--- config.mk ---
export PLATFORM = sky130hd
export DESIGN_NAME = pht_upd_ctrl
export DESIGN_NICKNAME = d
export VERILOG_FILES = /design/src/rtl/pht_upd_ctrl_pkg.sv /design/src/rtl/pht_upd_fifo.sv /design/src/rtl/pht_upd_ctrl.sv
export SDC_FILE = /design/constraint.sdc
export NUM_CORES = 1
export LEC_CHECK = 0
export ABC_CLOCK_PERIOD_IN_PS = 2650
export CORE_ASPECT_RATIO = 0.75
export CORE_UTILIZATION = 55
export CTS_BUF_LIST = sky130_fd_sc_hd__clkbuf_2 sky130_fd_sc_hd__clkbuf_4 sky130_fd_sc_hd__clkbuf_8
export DETAILED_ROUTE_END_ITERATION = 12
export GPL_ROUTABILITY_DRIVEN = 1
export PLACE_DENSITY_LB_ADDON = 0.25
export SLEW_MARGIN = 0
export SYNTH_ARGS = -nofsm -noshare
export SYNTH_HDL_FRONTEND = slang
export SYNTH_HIERARCHICAL = 1
export SYNTH_SLANG_ARGS = --single-unit
--- constraint.sdc ---
create_clock -name clk -period 2.65 [get_ports clk]
set_input_delay 0.265 -clock clk [delete_from_list [all_inputs] [get_ports clk]]
set_output_delay 0.265 -clock clk [all_outputs]
set_load 0.01 [all_outputs]
--- src/rtl/pht_upd_ctrl_pkg.sv ---
// Shared definitions for the PHT update controller: table widths and FSM encodings.
// The table and the controller both take their widths from here so they cannot drift apart.
package pht_upd_ctrl_pkg;

    localparam int PHT_SET_W      = 2;
    localparam int PHT_IDX_W      = 10;
    localparam int PHT_CNT_W      = 2;
    localparam int PHT_FIFO_DEPTH = 4;

    typedef enum logic [1:0] {
        ST_IDLE  = 2'd0,
        ST_READ  = 2'd1,
        ST_WRITE = 2'd2
    } upd_state_t;

endpackage

--- src/rtl/pht_upd_fifo.sv ---
// Resolution-event queue: synchronous show-ahead FIFO with an extra pointer bit
// so that full and empty can be told apart without a separate occupancy counter.
module pht_upd_fifo
    import pht_upd_ctrl_pkg::*;
#(
    parameter int WIDTH = PHT_SET_W + PHT_IDX_W + 1,
    parameter int DEPTH = PHT_FIFO_DEPTH
) (
    input  logic             clk,
    input  logic             reset,
    input  logic             push,
    input  logic [WIDTH-1:0] push_data,
    input  logic             pop,
    output logic [WIDTH-1:0] pop_data,
    output logic             full,
    output logic             empty
);

    localparam int AW = $clog2(DEPTH);

    logic [WIDTH-1:0] mem [DEPTH];
    logic [AW:0]      wr_ptr;
    logic [AW:0]      rd_ptr;
    logic             do_push;
    logic             do_pop;

    assign do_push = push && !full;
    assign do_pop  = pop && !empty;

    always_ff @(posedge clk or negedge reset) begin
        if (!reset) begin
            wr_ptr <= '0;
            rd_ptr <= '0;
        end else begin
            if (do_push) wr_ptr <= wr_ptr + 1'b1;
            if (do_pop)  rd_ptr <= rd_ptr + 1'b1;
        end
    end

    // Storage carries no reset; only the pointers decide what is valid.
    always_ff @(posedge clk) begin
        if (do_push) mem[wr_ptr[AW-1:0]] <= push_data;
    end

    assign pop_data = mem[rd_ptr[AW-1:0]];
    assign empty    = (wr_ptr == rd_ptr);
    assign full     = (wr_ptr[AW] != rd_ptr[AW]) && (wr_ptr[AW-1:0] == rd_ptr[AW-1:0]);

endmodule

--- src/rtl/pht_upd_ctrl.sv ---
// PHT update controller: queues branch resolutions and performs a read-modify-write
// of the addressed 2-bit saturating counter through the shared table port.
module pht_upd_ctrl
    import pht_upd_ctrl_pkg::*;
#(
    parameter int SET_W      = PHT_SET_W,
    parameter int IDX_W      = PHT_IDX_W,
    parameter int CNT_W      = PHT_CNT_W,
    parameter int FIFO_DEPTH = PHT_FIFO_DEPTH
) (
    input  logic             clk,
    input  logic             reset,
    input  logic             res_valid,
    output logic             res_ready,
    input  logic [SET_W-1:0] res_set,
    input  logic [IDX_W-1:0] res_idx,
    input  logic             res_taken,
    output logic             pht_req,
    input  logic             pht_gnt,
    output logic [SET_W-1:0] pht_set,
    output logic [IDX_W-1:0] pht_idx,
    input  logic [CNT_W-1:0] pht_rd_data,
    output logic             pht_wr_en,
    output logic [CNT_W-1:0] pht_up_data,
    output logic             busy
);

    localparam int ENT_W = SET_W + IDX_W + 1;

    upd_state_t       state;
    logic [SET_W-1:0] wk_set;
    logic [IDX_W-1:0] wk_idx;
    logic             wk_taken;
    logic [CNT_W-1:0] up_reg;

    logic             fifo_full;
    logic             fifo_empty;
    logic             fifo_pop;
    logic [ENT_W-1:0] fifo_rd;
    logic [SET_W-1:0] ent_set;
    logic [IDX_W-1:0] ent_idx;
    logic             ent_taken;

    function automatic logic [CNT_W-1:0] sat_update(input logic [CNT_W-1:0] cnt,
                                                    input logic             taken);
        logic [CNT_W-1:0] max_cnt;
        max_cnt = '1;
        if (taken) return (cnt == max_cnt) ? cnt : cnt + 1'b1;
        else       return (cnt == '0)      ? cnt : cnt - 1'b1;
    endfunction

    pht_upd_fifo #(
        .WIDTH (ENT_W),
        .DEPTH (FIFO_DEPTH)
    ) u_fifo (
        .clk       (clk),
        .reset     (reset),
        .push      (res_valid),
        .push_data ({res_set, res_idx, res_taken}),
        .pop       (fifo_pop),
        .pop_data  (fifo_rd),
        .full      (fifo_full),
        .empty     (fifo_empty)
    );

    assign {ent_set, ent_idx, ent_taken} = fifo_rd;

    // A new event is loaded from IDLE, or straight out of a completed WRITE.
    assign fifo_pop = !fifo_empty &&
                      ((state == ST_IDLE) || ((state == ST_WRITE) && pht_gnt));

    always_ff @(posedge clk or negedge reset) begin
        if (!reset) begin
            state    <= ST_IDLE;
            wk_set   <= '0;
            wk_idx   <= '0;
            wk_taken <= 1'b0;
            up_reg   <= '0;
        end else begin
            if (fifo_pop) begin
                wk_set   <= ent_set;
                wk_idx   <= ent_idx;
                wk_taken <= ent_taken;
            end
            case (state)
                ST_IDLE: begin
                    if (!fifo_empty) state <= ST_READ;
                end
                ST_READ: begin
                    if (pht_gnt) begin
                        up_reg <= sat_update(pht_rd_data, wk_taken);
                        state  <= ST_WRITE;
                    end
                end
                ST_WRITE: begin
                    if (pht_gnt) state <= fifo_empty ? ST_IDLE : ST_READ;
                end
                default: state <= ST_IDLE;
            endcase
        end
    end

    assign res_ready   = !fifo_full;
    assign pht_req     = (state != ST_IDLE);
    assign pht_set     = wk_set;
    assign pht_idx     = wk_idx;
    assign pht_wr_en   = (state == ST_WRITE) && pht_gnt;
    assign pht_up_data = up_reg;
    assign busy        = (state != ST_IDLE) || !fifo_empty;

endmodule
=== Yosys cells after proc, flatten, opt, wreduce, memory -nomap -nowiden ===
Memories as Yosys holds them, arrays and structs flattened. A register that Yosys moved wholly into a read port is not among the register bits.
Cells that the tools add are included.

* Add/subtract/negate cells: 4
* Equal/unequal tests: 9
* Multiplexer cells: 10
* Reductions and logical operators: 15

{| class="wikitable"
|+ Operators by type and width
! kind !! number
|-
| $mux W2 || 6
|-
| $add A3 B1 Y3 const B || 2
|-
| $ne A2 B2 Y1 const B || 3
|-
| $pmux W2 S3 || 1
|-
| $logic_and A1 B1 Y1 || 5
|-
| $eq A2 B2 Y1 const B || 2
|-
| $logic_not A2 Y1 || 2
|-
| $eq A3 B3 Y1 || 1
|-
| $logic_not A1 Y1 || 3
|-
| $mux W1 || 3
|-
| $reduce_and A3 Y1 || 1
|-
| $add A2 B1 Y2 const B || 1
|-
| $eq A2 B1 Y1 const B || 1
|-
| $eq A2 B2 Y1 || 1
|-
| $logic_or A1 B1 Y1 || 2
|-
| $reduce_and A2 Y1 || 1
|-
| $reduce_bool A2 Y1 || 1
|-
| $sub A2 B1 Y2 const B || 1
|-
| $ne A1 B1 Y1 || 1
|}

* Flip-flop bits (word level): 10
* Memory bits (writable): 52
* Input port bits: 19
* Output and inout bits: 18
* Memories: 1

{| class="wikitable"
|+ Memory list
! memory !! words !! bits a word !! rd ports !! clocked after Yosys merged registers in !! wr ports !! line !! source
|-
| u_fifo.mem || 4 || 13 || 1 || 1 || 1 || pht_upd_fifo.sv:21 || <nowiki>logic [WIDTH-1:0] mem [DEPTH];</nowiki>
|}

=== Longest topological paths before layout ===
* Depth in word-level cells: 6
* Depth in mapped cells: 10
* Depth with buffers taken out: 7

=== Hierarchy ===
Netlist, hierarchy kept.

{| class="wikitable"
|+ Modules (own cells, without submodules)
! module !! times used !! cells each !! area an instance (um^2)
|-
| pht_upd_fifo || 1 || 117 || 2352.3
|-
| pht_upd_ctrl || 1 || 53 || 757.0
|}

=== Worst setup path before layout ===
No wires, ideal clock.

* Kind: register to register
* From: register u_fifo.rd_ptr[1]
* To: register u_fifo.rd_ptr[2]
* Arrival time: 1888 ps
* Required time: 2555 ps
* Path slack: 667 ps
* Cell stages (with the launch flop): 10
* Path buffers: 3
* Period minus slack after synthesis: 1983 ps
* Cells stage by stage: dfrtp_1 > buf_4 > xor2_1 > nor3_1 > or3_1 > buf_6 > buf_12 > inv_1 > nand2_1 > o31ai_1

* Longest elaborated chain between the ends: 4
* Elaborated cells between the ends (all ways): 5
* Classes of those cells: add/sub (1); eq/ne (1); reduce/logical (3)

{| class="wikitable"
|+ Ends and longest elaborated chain
! what !! line !! source
|-
| start, declared || pht_upd_fifo.sv:23 || <nowiki>logic [AW:0] rd_ptr;</nowiki>
|-
| start signal, assigned || pht_upd_fifo.sv:36 || <nowiki>if (do_pop) rd_ptr <= rd_ptr + 1'b1;</nowiki>
|-
| $eq A3 B3 Y1 || pht_upd_fifo.sv:46 || <nowiki>assign empty = (wr_ptr == rd_ptr);</nowiki>
|-
| via fifo_empty || pht_upd_ctrl.sv:37 || <nowiki>logic fifo_empty;</nowiki>
|-
| $logic_not A1 Y1 || pht_upd_ctrl.sv:69 || <nowiki>assign fifo_pop = !fifo_empty &&</nowiki>
|-
| $logic_and A1 B1 Y1 || pht_upd_ctrl.sv:69 ||
|-
| via fifo_pop || pht_upd_ctrl.sv:38 || <nowiki>logic fifo_pop;</nowiki>
|-
| $logic_and A1 B1 Y1 || pht_upd_fifo.sv:28 || <nowiki>assign do_pop = pop && !empty;</nowiki>
|}

The timed path passes the listed nets, and every way through them passes these cells.
A chain may end at the register's enable or synchronous reset.

=== Final worst setup path ===
* From: register u_fifo.rd_ptr[0]
* To: output res_ready

* Longest elaborated chain between the ends: 3

{| class="wikitable"
|+ Ends and longest elaborated chain
! what !! line !! source
|-
| $eq A2 B2 Y1 || pht_upd_fifo.sv:47 || <nowiki>assign full = (wr_ptr[AW] != rd_ptr[AW]) && (wr_ptr[AW-1:0] == rd_ptr[AW-1:0]);</nowiki>
|-
| $logic_and A1 B1 Y1 || pht_upd_fifo.sv:47 ||
|-
| via fifo_full || pht_upd_ctrl.sv:36 || <nowiki>logic fifo_full;</nowiki>
|-
| $logic_not A1 Y1 || pht_upd_ctrl.sv:103 || <nowiki>assign res_ready = !fifo_full;</nowiki>
|-
| end, declared || pht_upd_ctrl.sv:14 || <nowiki>output logic res_ready,</nowiki>
|}

The timed path passes the listed nets, and every way through them passes these cells.

==> results.toml <==
[floorplan]
io_pins = 37
initial_utilization = 0.578
rows = 23
die_w_microns = 88.8
coreArea_sq_um = 5380
die_y_microns = 67.1
dieArea_sq_um = 5960

[power_and_ir_drop]
seqPwrFrac = 0.419
combPwrFrac = 0.408
internal-power_mw = 2.94
p_leak_nw = 1.37
ir_drop_v = 0.000584
switching_power_mw = 1.42
pwr-share-clk = 0.174
p_sw_frac = 0.326
p_per_area_nw_per_um2 = 1170

[worst_setup_path]
max_stage_delay_ns = 0.46
cp_cell_sequence = "buf_4, xnor2_1, nand3_1, inv_1, inv_1, clkdlybuf4s50_1"
cp.arrival_ns = 2.18
cp_common_cell = "inv_1"
cp-start-kind = "flip-flop"
endpoint_kind = "output port"
crit_required_ns = 2.38
critPathMaxFanout = 10
path_delay_family = "buffers and inverters"
crit_buf_inv = 4
crit_type = "flip-flop to output port"
cp_slowest_cell = "clkdlybuf4s50_1"

[grt]
grt_start_max_net_pins = 24
grt-ovfl-total = 0
grt_usage = 0.198
grt_pass1_vias = 1593
grt_antenna_before_repair = 0
grt_pass1_wl_mm = 8.00

[synthesis]
syn-num-nets = 194
yosysMostFrequentCell = "edfxtp_1"
synth_seq_cells = 75
ys_types = 32
synth_edf_count = 52
synth.avg_cell_area_sq_um = 18.3
synth_top_area_frac = 0.502
synthTopCellsByArea = "edfxtp_1, dfrtp_1, mux4_2, mux2_4, ha_1"
async_flop_share = 0.307
synth_area_leader_cell = "edfxtp_1"
synth_area_sq_um = 3110
synthFlopType = "edfxtp_1"
synthTopCellsByCount = "edfxtp_1, dfrtp_1, mux4_2"
synthCells = 170
seq_area_frac_synth = 0.687
yosysWarnings = 6

[cts]
cts_resized = 0
clock_sinks = 75
cts_hold_buf = 0
path_clk_slew_ns = 0.08
root_buffer = "clkbuf_8"
cts_setup_buffers = 0
numCtsBuffers = 9
cts_tree = "done"
insertion_delay_ns = 0.34
clockBufferDepth = 2
htreeDepth = 3

[sta]
slew_viol_final = 0
tightest_slew_ns = 0.673
hold_slack_ns = 0.286
fin_crit_sh = 0.924
fin_setup_tns_ns = 0
period_minus_slack_ns = 2.45
fin_skew_ns = 0.00618
relSlewSlack = 0.551
setup_viol = 0
fmax_mhz = 408
rsz0062_at_grt = "no"
hold_viol = 0

[place]
place_area_sq_um = 3550
portBuffers = 36
dp.cells = 281
gp_congestion = 0.910
hpwl_mm = 3.32

[final_layout]
multi_input_area_sq_um = 881
insertedDiodeCount = 0
regArea_sq_um = 2140
layout.nets = 241
fillCellCount = 361
final_area_sq_um = 3730
drive_above_1_share = 0.234
final_cells = 297
area.growth.synth_to_final_pct = 19.9

[detailed_routing]
drt-wirelength-per-cell_microns = 17.1
dr.pass1.iters = 4
vias_per_cell = 5.38
drc = 0
route.vias.total = 1597
ant_nets = 0
routed_wl_mm = 5.08
drt-initial-drc-count = 100

[run_status]
status = "complete, no violations"

[hold_path]
min_path_type = "input port to asynchronous set/reset pin"

[job]
max_cap_violations = 0
-- layer usage --
metal	vias up	global-route usage	routed length, microns
met1	806	0.262	2250
met2	39	0.313	2540
li1	744	-	-
met4	0	0.0544	42
met5	-	0	0
met3	8	0.0731	244
-- layout by cell type (no fill, tap or decap), types with 3 or more instances in the layout --
master            n
inv_1             9
xnor2_1           5
clkinvlp_4        3
o31ai_1           6
ha_1              5
a211oi_1          3
nand2_1           5
edfxtp_1         52
clkdlybuf4s50_1  36
dfrtp_1          23
a21oi_1           5
and3_1            3
clkbuf_8          9
mux4_2           13
buf_4             6
nor2_1            3
mux2_4            9
mux2_2            5
-- power by group through the flow --
stage	registers, mW	clock network (mW)	logic (mW)
after floorplan	1.85	0	1.25
after global placement	1.82	0	1.75
after detailed placement	1.85	0	1.79
after CTS	1.83	0.780	1.80
after global routing	1.87	0.831	1.94
final	1.83	0.758	1.78
-- state kept, by name, summed over array words and instances (netlist names) --
register       flops
u_fifo/mem        52
pht_idx           10
u_fifo/rd_ptr      3
u_fifo/wr_ptr      3
pht_set            2
pht_up_data        2
state              2
wk_taken           1
-- metrics by stage --
step / power (mW) / util / setup slack [ns]
after floorplan: 3.10 / - / 0.667
after global placement: 3.57 / 0.660 / 0.623
after detailed placement: 3.64 / 0.660 / 0.495
after CTS: 4.42 / 0.693 / 0.202
after global routing: 4.64 / 0.693 / 0.0575
final: 4.37 / 0.693 / 0.201
-- worst register-to-register path, stage by stage, from the launching register on --
cell	delay [ns]
dfrtp_1	0.49
xor2_2	0.25
nor3_1	0.35
or3_1	0.17
buf_4	0.26
inv_1	0.13
nand2b_1	0.12
o31ai_1	0.08
a211oi_1	0.25
-- cells by family (layout without fill, tap and decap cells) --
kind of cell / after synthesis / after routing / share of synthesized area
xor+xnor: 9 / 9 / 0.0302
mux: 27 / 27 / 0.156
buf+inv: 15 / 67 / 0.0294
flops: 75 / 75 / 0.687
compound gates: 17 / 17 / 0.0378
fa+ha+maj: 6 / 6 / 0.0233
simple gates: 21 / 21 / 0.0362
-- path summary, 6_finish.rpt --
check                      cells after the start  slack (ns)          endpoint        startpoint
setup / recovery                               6        0.20         res_ready  u_fifo/rd_ptr[0]
hold / removal                                 2        0.29        pht_idx[1]             reset
setup reg to reg                               8        0.47  u_fifo/rd_ptr[1]  u_fifo/wr_ptr[0]
hold reg to reg                                2        0.50    pht_up_data[1]    pht_up_data[1]
max in group asynchronous                      2        2.11        pht_set[1]             reset
min in group clk                               2        0.50    pht_up_data[1]    pht_up_data[1]
-- area by class of cell --
| cell class | count | area share |
|---|---|---|
| Clock buffer | 9 | 0.0332 |
| Timing Repair Buffer | 42 | 0.109 |
| Tap cell | 75 | 0.0252 |
| Inverter | 9 | 0.00906 |
| Clock inverter | 7 | 0.0141 |
| Sequential cell | 75 | 0.573 |
| Multi-Input combinational cell | 80 | 0.236 |
Power figures use the tool's default switching activity.
